===== config.mk =====
export PLATFORM = sky130hd
export DESIGN_NAME = dmem_arb_flat
export DESIGN_NICKNAME = d
export VERILOG_FILES = /design/src/rtl/dmem_arb_if.sv /design/src/rtl/dmem_arb.sv /design/src/flat_wrapper.sv
export SDC_FILE = /design/constraint.sdc
export NUM_CORES = 1
export LEC_CHECK = 0
export BUFFER_PORTS_ARGS = -buffer_cell sky130_fd_sc_hd__clkbuf_2
export CAP_MARGIN = 15
export CORE_AREA = 2 2 116 118
export DETAILED_ROUTE_END_ITERATION = 6
export DIE_AREA = 0 0 118 120
export SETUP_SLACK_MARGIN = 0.05
export SLEW_MARGIN = 20
export SYNTH_ARGS = -nofsm -noshare
export SYNTH_HDL_FRONTEND = slang
export SYNTH_SLANG_ARGS = --single-unit

===== constraint.sdc =====
create_clock -name clk -period 0.9 [get_ports clk]
set_clock_uncertainty 0.1 [all_clocks]
set_input_delay 0.045 -clock clk [delete_from_list [all_inputs] [get_ports clk]]
set_output_delay 0.045 -clock clk [all_outputs]
set_load 0.02 [all_outputs]

===== src/rtl/dmem_arb_if.sv =====
// dmem_arb_if -- bundle of the two requester ports and the dmem-side bus
// of the data-memory arbiter.
// `ADDR_LEN / `DATA_LEN normally come from the core's constants.vh. They
// fall back to 32 here so that this bundle builds stand-alone.
`ifndef ADDR_LEN
`define ADDR_LEN 32
`endif
`ifndef DATA_LEN
`define DATA_LEN 32
`endif

interface dmem_arb_if;
  // port 0 (LSU)
  logic                 p0_req;
  logic                 p0_we;
  logic [`ADDR_LEN-1:0] p0_addr;
  logic [`DATA_LEN-1:0] p0_wdata;
  logic                 p0_gnt;
  logic                 p0_rvalid;
  logic [`DATA_LEN-1:0] p0_rdata;
  // port 1 (debug/DMA)
  logic                 p1_req;
  logic                 p1_we;
  logic [`ADDR_LEN-1:0] p1_addr;
  logic [`DATA_LEN-1:0] p1_wdata;
  logic                 p1_gnt;
  logic                 p1_rvalid;
  logic [`DATA_LEN-1:0] p1_rdata;
  // dmem side
  logic [`ADDR_LEN-1:0] mem_addr;
  logic [`DATA_LEN-1:0] mem_wdata;
  logic                 mem_we;
  logic [`DATA_LEN-1:0] mem_rdata;

  // arbiter side
  modport slave (
    input  p0_req, p0_we, p0_addr, p0_wdata,
    output p0_gnt, p0_rvalid, p0_rdata,
    input  p1_req, p1_we, p1_addr, p1_wdata,
    output p1_gnt, p1_rvalid, p1_rdata,
    output mem_addr, mem_wdata, mem_we,
    input  mem_rdata
  );

  // requesters + memory side
  modport master (
    output p0_req, p0_we, p0_addr, p0_wdata,
    input  p0_gnt, p0_rvalid, p0_rdata,
    output p1_req, p1_we, p1_addr, p1_wdata,
    input  p1_gnt, p1_rvalid, p1_rdata,
    input  mem_addr, mem_wdata, mem_we,
    output mem_rdata
  );
endinterface


===== src/rtl/dmem_arb.sv =====
// dmem_arb -- two-port data-memory arbiter, zero-cycle grant, one access
// per cycle, 1-cycle load return tagged to the requesting port.
// Config macro: DMEM_ARB_RR_EN -- round-robin under contention; without it
// port 0 has fixed priority and no pointer register exists.
module dmem_arb (
  input  logic        clk,
  input  logic        reset_x,
  dmem_arb_if.slave   bus
);

  logic p0_win;   // port 0 wins if both request
  logic gnt0, gnt1;
  logic [1:0] rtag; // registered return tag: [0] port 0, [1] port 1

`ifdef DMEM_ARB_RR_EN
  logic last_p1;  // 1 = port 1 was granted last

  // pointer moves only on an accepted grant; reset means "port 1 last"
  always_ff @(posedge clk or negedge reset_x) begin
    if (!reset_x)  last_p1 <= 1'b1;
    else if (gnt0) last_p1 <= 1'b0;
    else if (gnt1) last_p1 <= 1'b1;
  end

  assign p0_win = last_p1;
`else
  assign p0_win = 1'b1;
`endif

  // grants are held low while reset is asserted so nothing is accepted
  assign gnt0 = reset_x & bus.p0_req & (~bus.p1_req | p0_win);
  assign gnt1 = reset_x & bus.p1_req & (~bus.p0_req | ~p0_win);

  assign bus.p0_gnt = gnt0;
  assign bus.p1_gnt = gnt1;

  // idle bus follows port 0; only mem_we qualifies the access
  assign bus.mem_addr  = gnt1 ? bus.p1_addr  : bus.p0_addr;
  assign bus.mem_wdata = gnt1 ? bus.p1_wdata : bus.p0_wdata;
  assign bus.mem_we    = (gnt0 & bus.p0_we) | (gnt1 & bus.p1_we);

  // a granted load sets the tag for the port for exactly the next cycle
  always_ff @(posedge clk or negedge reset_x) begin
    if (!reset_x) rtag <= 2'b00;
    else          rtag <= {gnt1 & ~bus.p1_we, gnt0 & ~bus.p0_we};
  end

  assign bus.p0_rvalid = rtag[0];
  assign bus.p1_rvalid = rtag[1];
  assign bus.p0_rdata  = bus.mem_rdata;
  assign bus.p1_rdata  = bus.mem_rdata;

endmodule


===== src/flat_wrapper.sv =====
// flat-port wrapper written by rule: the top's interface ports become plain ports
module dmem_arb_flat 
  (clk, reset_x, bus_p0_req, bus_p0_we, bus_p0_addr, bus_p0_wdata, bus_p0_gnt, bus_p0_rvalid, bus_p0_rdata, bus_p1_req, bus_p1_we, bus_p1_addr, bus_p1_wdata, bus_p1_gnt, bus_p1_rvalid, bus_p1_rdata, bus_mem_addr, bus_mem_wdata, bus_mem_we, bus_mem_rdata);
  dmem_arb_if bus_i ();
  input  logic clk;
  input  logic reset_x;
  input wire logic [$bits(bus_i.p0_req)-1:0] bus_p0_req;
  input wire logic [$bits(bus_i.p0_we)-1:0] bus_p0_we;
  input wire logic [$bits(bus_i.p0_addr)-1:0] bus_p0_addr;
  input wire logic [$bits(bus_i.p0_wdata)-1:0] bus_p0_wdata;
  output wire logic [$bits(bus_i.p0_gnt)-1:0] bus_p0_gnt;
  output wire logic [$bits(bus_i.p0_rvalid)-1:0] bus_p0_rvalid;
  output wire logic [$bits(bus_i.p0_rdata)-1:0] bus_p0_rdata;
  input wire logic [$bits(bus_i.p1_req)-1:0] bus_p1_req;
  input wire logic [$bits(bus_i.p1_we)-1:0] bus_p1_we;
  input wire logic [$bits(bus_i.p1_addr)-1:0] bus_p1_addr;
  input wire logic [$bits(bus_i.p1_wdata)-1:0] bus_p1_wdata;
  output wire logic [$bits(bus_i.p1_gnt)-1:0] bus_p1_gnt;
  output wire logic [$bits(bus_i.p1_rvalid)-1:0] bus_p1_rvalid;
  output wire logic [$bits(bus_i.p1_rdata)-1:0] bus_p1_rdata;
  output wire logic [$bits(bus_i.mem_addr)-1:0] bus_mem_addr;
  output wire logic [$bits(bus_i.mem_wdata)-1:0] bus_mem_wdata;
  output wire logic [$bits(bus_i.mem_we)-1:0] bus_mem_we;
  input wire logic [$bits(bus_i.mem_rdata)-1:0] bus_mem_rdata;
  assign bus_i.p0_req = bus_p0_req;
  assign bus_i.p0_we = bus_p0_we;
  assign bus_i.p0_addr = bus_p0_addr;
  assign bus_i.p0_wdata = bus_p0_wdata;
  assign bus_p0_gnt = bus_i.p0_gnt;
  assign bus_p0_rvalid = bus_i.p0_rvalid;
  assign bus_p0_rdata = bus_i.p0_rdata;
  assign bus_i.p1_req = bus_p1_req;
  assign bus_i.p1_we = bus_p1_we;
  assign bus_i.p1_addr = bus_p1_addr;
  assign bus_i.p1_wdata = bus_p1_wdata;
  assign bus_p1_gnt = bus_i.p1_gnt;
  assign bus_p1_rvalid = bus_i.p1_rvalid;
  assign bus_p1_rdata = bus_i.p1_rdata;
  assign bus_mem_addr = bus_i.mem_addr;
  assign bus_mem_wdata = bus_i.mem_wdata;
  assign bus_mem_we = bus_i.mem_we;
  assign bus_i.mem_rdata = bus_mem_rdata;
  dmem_arb u_core (.clk(clk), .reset_x(reset_x), .bus(bus_i));
endmodule

==> results.md, run 1 <==
- Status: finished, violations left
- Violated checks: setup timing
- Startpoint types: primary input
- Crit path max-delay cell type: mux2_4
- FILL cells: 1431
- Seq/Total Area, Yosys: 3.295%
- Syn_nets: 311
- Static Leak: 1.990 nW
- TritonRoute pass-1 iters: 3
- Number of global-route vias before repair: about 1700
- Core area: 12980 um2
- VDD IR max: roughly 0.00048 V
- Area post-placement: 2266 um2
- Grt ovf: 0
- Wire per inst: 14.21 um
- FP Rows: 42
- Clock power share: 26.7%
- Root buf cell: clkbuf_16
- Layout Nets: 493
- Pin slew with the least headroom to its limit: ~440 ps
- Biggest register: u_core.rtag
- CTS H-Tree Depth: 1
- Endpoints failing setup: 65
- Die X: 118 um
- Area leader, netlist: mux2_4
- Post-DRT Antenna Nets: 0
- Full die area: 14160 um2
- RSZ-0062 raised after global routing: yes
- Post-synthesis register bit count: 2
- Port buffer count: 202
- Register area: 50.05 um2
- Synth unique cells: 14
- Final core utilization: a little under a quarter
- Final Instance Area: 3065 um2
- Final hold violation count: 0
- Crit path DAT: 1110 ps
- Setup Slack @ Placement: -358.1 ps
- Layout cells sized above 1: 86.77%
- Max stage delay on crit path: 300 ps
- Netlist area before placement: 1519 um2
- TritonCTS Sinks: 2
- Initial antenna violation count: 3
- Sw Pwr: roughly 0.95 mW
- Routed Wire Length: 7148 um
- Largest register FFs: 2
- Period minus WS final: ~1300 ps
- Clk slew on worst S/H paths: 30 ps
- Yosys top cell area share: 37.56%
- P per Cell Area: ~800 nW/um2
- Slew HR: 70.65%
- Final worst slack: -354.9 ps
- Die height: around 120 um
- Maxcap violations: 0
- Num CTS Buffers: 3
- Initial DRC count: 17
- CTS tree: built
- Cell Int Power: 1.532 mW
- Kind of critical path: in2out
- Critical path endpoint category: output port
- Switching share of power: 38.23%
- All-layer global routing usage: roughly 8.4%
- CP Max Fanout: 15
- DRC: 0
- Initial Util: 11.70%
- Top Registers: u_core.rtag: 2 flops
- Synth area leaders: mux2_4, buf_4, mux2_2
- Min Hold Slack: 84.47 ps
- Final Cycle Share: 139.4%
- Req. time, crit path: between 700 and 800 ps
- Clock tree buffer depth: 2
- # IOs: 299
- Post-DP HPWL: slightly below 6000 um
- Cell chain of the critical path: buf_8 -> nand3b_4 -> buf_12 -> clkbuf_16 -> mux2_4 -> clkbuf_2
- Syn_area_per_cell: roughly 10 um2
- Ys Warns: 0
- Largest net degree at the start of global routing: 32
- GP Congestion: about 0.70
- Vias: between 1500 and 2000
- Synth Instances: 145
- Area of the multi-input gates: 925.9 um2
- Slew Viols, Final: 0
- Hold Crit Class: in2reg
- Fmax: 796.9 MHz
- Combinational fraction of design power: around 70%
- Via density: 3.453
- Area growth, synth to finish: 101.8%
- First-pass GRT wire length: 9211 um
- Seq pwr share: 3.9%
repair_timing:
action,in CTS,in global routing
cloned,0,4
hold buffers,35,0
pin swaps,1,0
gates resized for setup,4,117
buffers inserted,0,2
hold endpoints to repair,68,0
endpoints found under the setup margin,68,132
cells by family (layout without fill, tap and decap cells):
| kind of cell | count (synthesis) | in the layout | share of synthesized area (%) |
|---|---|---|---|
| AOI/OAI and AO/OA | 1 | 1 | 0.4944 |
| muxes | 64 | 64 | 56.84 |
| DFF | 2 | 2 | 3.295 |
| buffers and inverters | 72 | 252 | 36.24 |
| and+or+nand+nor | 6 | 6 | 3.130 |
| other | 0 | 2 | 0 |
synth_stat cells (all sizes together):
library cell  number
buf               71
mux2              64
dfrtp              2
nand3b             2
a21boi             1
and2               1
inv                1
nand2              1
nor2               1
nor2b              1
power groups by stage:
stage / Combinational, mW / Sequential, mW / Clock [mW]
after floorplan: 1.08 / 0.0990 / 0
after global placement: 1.21 / 0.0958 / 0
after detailed placement: 1.21 / 0.0959 / 0
after CTS: 1.57 / 0.0952 / 0.671
after global routing: 1.81 / 0.0962 / 0.684
final: 1.72 / 0.0957 / 0.663
worst paths after layout:
path	start	end	slack, ps	depth (start not counted)
setup / recovery	bus_p0_req	bus_mem_addr[28]	-350	6
hold / removal	bus_p0_req	u_core.rtag[0]	80	3
max in group asynchronous	reset_x	u_core.rtag[0]	370	3
min in group asynchronous	reset_x	u_core.rtag[1]	210	3
per-layer routing:
layer  track usage, %  up-vias  share of wire, %
met1            8.178      789                33
li1                 -      797                 -
met2            15.95      143                53
met4           0.9036        2              0.25
met3            4.705        6                13
met5                0        -              0.14
critical path: cells and delay by family:
| kind | cells | cell delay [ps] |
|---|---|---|
| buffers and inverters | 4 | 590 |
| muxes | 1 | 300 |
| and+or+nand+nor | 1 | 160 |
cell usage in the layout, fill, tap and decap left out, drive strengths merged:
| master | n |
|---|---|
| diode | 2 |
| nor2b | 1 |
| nor2 | 1 |
| clkbuf | 172 |
| dfrtp | 2 |
| mux2 | 64 |
| nand2 | 1 |
| and2 | 1 |
| nand3b | 2 |
| dlygate4sd3 | 3 |
| a21boi | 1 |
| dlymetal6s4s | 32 |
| buf | 44 |
| inv | 1 |
cell type report:
type                    count  share of cell area, %
multi-input cells          71                  30.20
inverters                   1                 0.1224
diodes                      2                 0.1633
clock buffers               3                  2.449
well taps                 176                  7.184
repair buffers            248                  58.24
flip-flops and latches      2                  1.633
per-stage QoR:
stage,power [mW],setup TNS (ps),cells
4_1_cts,2.331,-24500,495
3_3_place_gp,1.303,-18560,457
3_5_place_dp,1.310,-19750,457
5_1_grt,2.595,-21880,501
6_report,2.481,-19790,503
2_1_floorplan,1.182,-2319,145
Power figures use the tool's default switching activity.
==> run 2: changes to the inputs <==
Settings changed: SETUP_SLACK_MARGIN 0.05 to 0.02.
==> results.md, run 2 (synthesis gave the netlist of run 1 again) <==
- Fmax: approximately 800 MHz
- Endpoints failing setup: 65
- Startpoint types: primary input
- Final worst slack: -355.9 ps
- GP Congestion: 0.7006
- Final hold violation count: 0
- Vias: 1742
- # IOs: 299
- Fin cells: 503
- WHS Path Cells: 3
- Post-Place Cells: 457
- Largest register FFs: 2
- Routed Wire Length: 7151 um
- Cell Int Power: 1.531 mW
- TritonRoute pass-1 iters: 3
- Final core utilization: 23.59%
- Pin slew with the least headroom to its limit: 442.1 ps
- Clock tree buffer depth: 2
- Top Registers: u_core.rtag: 2 flops
- Initial DRC count: 18
- Maxcap violations: 0
- Layout Nets: a little under 500
- Post-DP HPWL: 5779 um
- Kind of critical path: in2out
- Hold Crit Class: in2reg
- Hold Crit Endpoint: u_core.rtag[0]
- Initial antenna violation count: 3
- Core area: 12980 um2
- TritonCTS Sinks: 2
- Sw Pwr: 0.9480 mW
- VDD IR max: 0.0004789 V
- Die height: between 100 and 150 um
- Cell chain of the critical path: buf_8 -> nand3b_4 -> buf_12 -> clkbuf_16 -> mux2_4 -> clkbuf_2
- All-layer global routing usage: 8.400%
- Crit path DAT: 1110 ps
- Combinational fraction of design power: 69.4%
- Crit path max-delay cell type: mux2_4
- Final Cycle Share: 139.5%
- Most frequent cells in the layout: clkbuf_2, mux2_4, dlymetal6s4s_1
- Post-Route Setup TNS: -19840 ps
- FP Rows: 42
- Post-DRT Antenna Nets: 0
- DRC: 0
- Power Total: roughly 2.5 mW
- Min Hold Slack: 85.86 ps
- CTS H-Tree Depth: 1
- Switching share of power: 38.24%
- First-pass GRT wire length: about 9200 um
- Initial Util: 11.70%
- Biggest register: u_core.rtag
- Violated checks: setup timing
- Period minus WS final: between 1000 and 1500 ps
- Slew Viols, Final: 0
- CTS tree: built
- Clock power share: 26.7%
- Layout cells sized above 1: approximately 86%
- Area growth, synth to finish: 101.6%
- Root buf cell: clkbuf_16
- Area post-placement: 2266 um2
- Setup Slack @ Placement: -358.1 ps
- CP Max Fanout: 15
- Clk slew on worst S/H paths: 30 ps
- Largest net degree at the start of global routing: 32
- Via density: between 3 and 4
- Num CTS Buffers: 3
- Final Instance Area: approximately 3100 um2
- Slew HR: 70.65%
- Max stage delay on crit path: ~300 ps
- RSZ-0062 raised after global routing: yes
- Grt ovf: 0
- Port buffer count: approximately 200
- Min-delay src: bus_p0_req
- Status: finished, violations left
- Req. time, crit path: 750 ps
- Die X: ~120 um
- Full die area: 14160 um2
- Seq pwr share: 3.9%
- Number of global-route vias before repair: between 1500 and 2000
- Commonest non-fill, non-tap cell in the layout: clkbuf_2
- P per Cell Area: 809.8 nW/um2
- Static Leak: 1.989 nW
- Wire per inst: 14.22 um
- Critical path endpoint category: output port
==> run 2: power groups by stage <==
stage,Clock [mW],Combinational [mW],Sequential [mW]
after floorplan,0,1.08,0.0990
after global placement,0,1.21,0.0958
after detailed placement,0,1.21,0.0959
after CTS,0.671,1.57,0.0952
after global routing,0.684,1.81,0.0962
final,0.663,1.72,0.0957
==> run 2: per-layer routing <==
layer	up-vias	global-route usage, %	part of all wire [%]
met2	143	15.95	53
met4	2	0.9036	0.25
met5	-	0	0.14
li1	798	-	-
met3	6	4.705	13
met1	793	8.178	33
==> run 2: what timing repair did <==
| item | in CTS | in global routing |
|---|---|---|
| hold endpoints to repair | 68 | 0 |
| hold buffers | 35 | 0 |
| setup buffers | 0 | 2 |
| setup endpoints to repair | 68 | 132 |
| gates resized for setup | 4 | 116 |
| cloned | 0 | 4 |
==> run 2: worst max-delay path: cells and delay by family <==
| kind | cells | cell delay, ps |
|---|---|---|
| buf+inv | 4 | 590 |
| mux | 1 | 300 |
| simple gates | 1 | 160 |
==> run 2: how the worst max path moves through the flow <==
stage	startpoint	end
finish	bus_p0_req	bus_mem_addr[28]
global route	bus_p0_req	bus_mem_addr[28]
CTS	bus_p0_req	bus_mem_wdata[2]
detailed placement	bus_p0_req	bus_mem_wdata[2]
global placement	bus_p0_req	bus_mem_wdata[2]
floorplan	bus_p0_req	bus_mem_addr[0]
==> run 2: final cells by class <==
cell class | count | area (um2)
antenna | 2 | 5.005
timing repair buffer | 248 | 1785
tap | 176 | 220.2
fill | 1430 | 9918
inverter | 1 | 3.754
clock buffer | 3 | 75.07
sequential | 2 | 50.05
multi-input combinational | 71 | 922.1
==> run 3: changes to the inputs <==
Settings changed: ABC_AREA from default to 1, TNS_END_PERCENT from default to 30.
==> results.md, run 3 <==
- Wire per inst: 12.76 um
- Final worst slack: -113.8 ps
- Clock power share: 25.0%
- Post-Route Setup TNS: -3691 ps
- Asr flop ratio synth: 100.0%
- Seq/Total Area, Yosys: 3.137%
- Most frequent cells in the layout: clkbuf_2, nand2_1, nand4_1
- Seq pwr share: 3.6%
- Final Instance Area: 3289 um2
- All-layer global routing usage: 10.22%
- TritonRoute pass-1 iters: 4
- First-pass GRT wire length: between 10000 and 15000 um
- Period minus WS final: 1014 ps
- Crit path max-delay cell type: dlygate4sd3_1
- Area leader, netlist: buf_4
- Initial antenna violation count: 0
- Initial Util: around an eighth
- Post-Place Cells: 598
- Clk slew on worst S/H paths: 30 ps
- Core area: 12980 um2
- P per Cell Area: a little over 800 nW/um2
- Antenna cells: 0
- Violated checks: setup timing
- Port buffer count: 202
- Largest register FFs: 2
- CTS tree: built
- Initial DRC count: 74
- Combinational fraction of design power: about 70%
- Netlist area before placement: 1595 um2
- Final Cycle Share: 112.6%
- CP Max Fanout: 2
- # IOs: 299
- Routed Wire Length: 8152 um
- FP Rows: 42
- CP top delay family: buffers and inverters
- Synth area leaders: buf_4, nand2_1, nand4_1
- Hold Crit Endpoint: u_core.rtag[0]
- Synth unique cells: 11
- Startpoint types: primary input
- Vias: 2586
- Grt ovf: 0
- Crit path DAT: 870 ps
- Die height: 120 um
- TritonCTS Sinks: 2
- Power Total: 2.671 mW
- Pin slew with the least headroom to its limit: roughly 460 ps
- Top Registers: u_core.rtag: 2 flops
- Hold Crit Class: in2reg
- Post-DRT Antenna Nets: 0
- VDD IR max: 0.0009447 V
- Syn_nets: 462
- Commonest non-fill, non-tap cell in the layout: clkbuf_2
- Buf/Inv on CP: 1
- Yosys top cell area share: 32.00%
- Top FF cell, synth: dfrtp_1
- Cell Int Power: 1.507 mW
- Min-delay src: bus_p0_req
- Fmax: 986.4 MHz
- Setup Slack @ Placement: -179.0 ps
- Final core utilization: around 25%
- Slew HR: slightly below 70%
- Kind of critical path: in2out
- Synth Instances: 296
- Sw Pwr: 1.164 mW
- Layout Nets: 631
- Maxcap violations: 0
- GP Congestion: 0.6947
- Die X: 118 um
- Biggest register: u_core.rtag
- Number of global-route vias before repair: ~2400
- Cell chain of the critical path: dlygate4sd3_1
- FILL cells: 1417
- DRC: 0
- Fin cells: ~640
- Cell with the most instances after synthesis: nand2_1
- Static Leak: 2.129 nW
- Full die area: approximately 14000 um2
- Status: finished, violations left
- Ys Warns: 0
- Layout cells sized above 1: 48.81%
- Min Hold Slack: 109.0 ps
- Most frequent cells after synthesis: nand2_1, buf_4, nand4_1, buf_2, clkbuf_1
- Max stage delay on crit path: 820 ps
- WHS Path Cells: 4
- Critical path endpoint category: output port
- Area of the multi-input gates: 925.9 um2
- Area growth, synth to finish: 106.2%
- Num CTS Buffers: 3
- Largest net degree at the start of global routing: between 40 and 50
- Syn_area_per_cell: between 5 and 6 um2
- Area post-placement: 2429 um2
- Endpoints failing setup: 70
- Req. time, crit path: 750 ps
- Slew Viols, Final: 0
- Post-synthesis register bit count: 2
- CTS H-Tree Depth: 1
- Root buf cell: clkbuf_16
- EDFF count, synth: 0
- Switching share of power: 43.59%
- Via density: 4.047
- Register area: 50.05 um2
- Final hold violation count: 0
- RSZ-0062 raised after global routing: yes
- Clock tree buffer depth: 2
- Post-DP HPWL: 5635 um
## run 3: changes by cell type after synthesis, moves of 2 or more
cell | before | now
buf_6 | 5 | 0
clkbuf_1 | 0 | 4
nand2_1 | 1 | 131
buf_2 | 2 | 18
nand4_1 | 0 | 65
buf_1 | 0 | 2
mux2_2 | 26 | 0
buf_4 | 64 | 68
mux2_4 | 38 | 0
## run 3: logic make-up (layout without fill, tap and decap cells)
kind of cell,after synthesis,count (layout),share of synthesized area (%)
buf+inv,95,262,39.76
flops,2,2,3.137
simple gates,199,199,57.10
## run 3: worst max-delay path by stage
stage	start	to	slack [ps]	depth (start not counted)
floorplan	bus_p0_req	bus_mem_addr[0]	60	6
global placement	bus_p0_req	bus_mem_addr[8]	-170	7
detailed placement	reset_x	bus_mem_wdata[14]	-180	6
CTS	bus_p0_req	bus_mem_addr[8]	-100	7
global route	bus_mem_rdata[31]	bus_p1_rdata[31]	-140	1
finish	bus_mem_rdata[28]	bus_p1_rdata[28]	-110	1
## run 3: cell type report
class / count / share of cell area (%)
repair buffers: 256 / 60.78
multi-input cells: 199 / 28.15
flip-flops and latches: 2 / 1.521
inverters: 3 / 0.5706
clock buffers: 3 / 2.282
well taps: 176 / 6.695
## run 3: routing by layer
metal / wire (um) / up-vias / track usage [%]
li1: - / 1262 / -
met1: 2988 / 1124 / 11.14
met2: 4335 / 186 / 19.55
met3: 659 / 14 / 2.091
met4: 169 / 0 / 3.464
met5: 0 / - / 0
## run 3: what timing repair did
action,CTS,global route
hold buffers,33,3
resized for setup,57,78
pin swaps,19,2
gates cloned,2,0
endpoints found under the hold margin,68,6
endpoints found under the setup margin,68,126
buffers inserted,1,0
## run 3: worst min-delay path, cell delays in order
cell	delay, ps
clkbuf_8	130
nand2_1	80
buf_4	110
nor2_1	30
## run 3: power groups by stage
stage               clock network (mW)  logic, mW  registers [mW]
detailed placement                   0       1.31          0.0958
global placement                     0       1.31          0.0956
floorplan                            0       1.08          0.0990
global route                     0.687       2.03          0.0957
CTS                              0.680       1.85          0.0949
finish                           0.669       1.91          0.0954
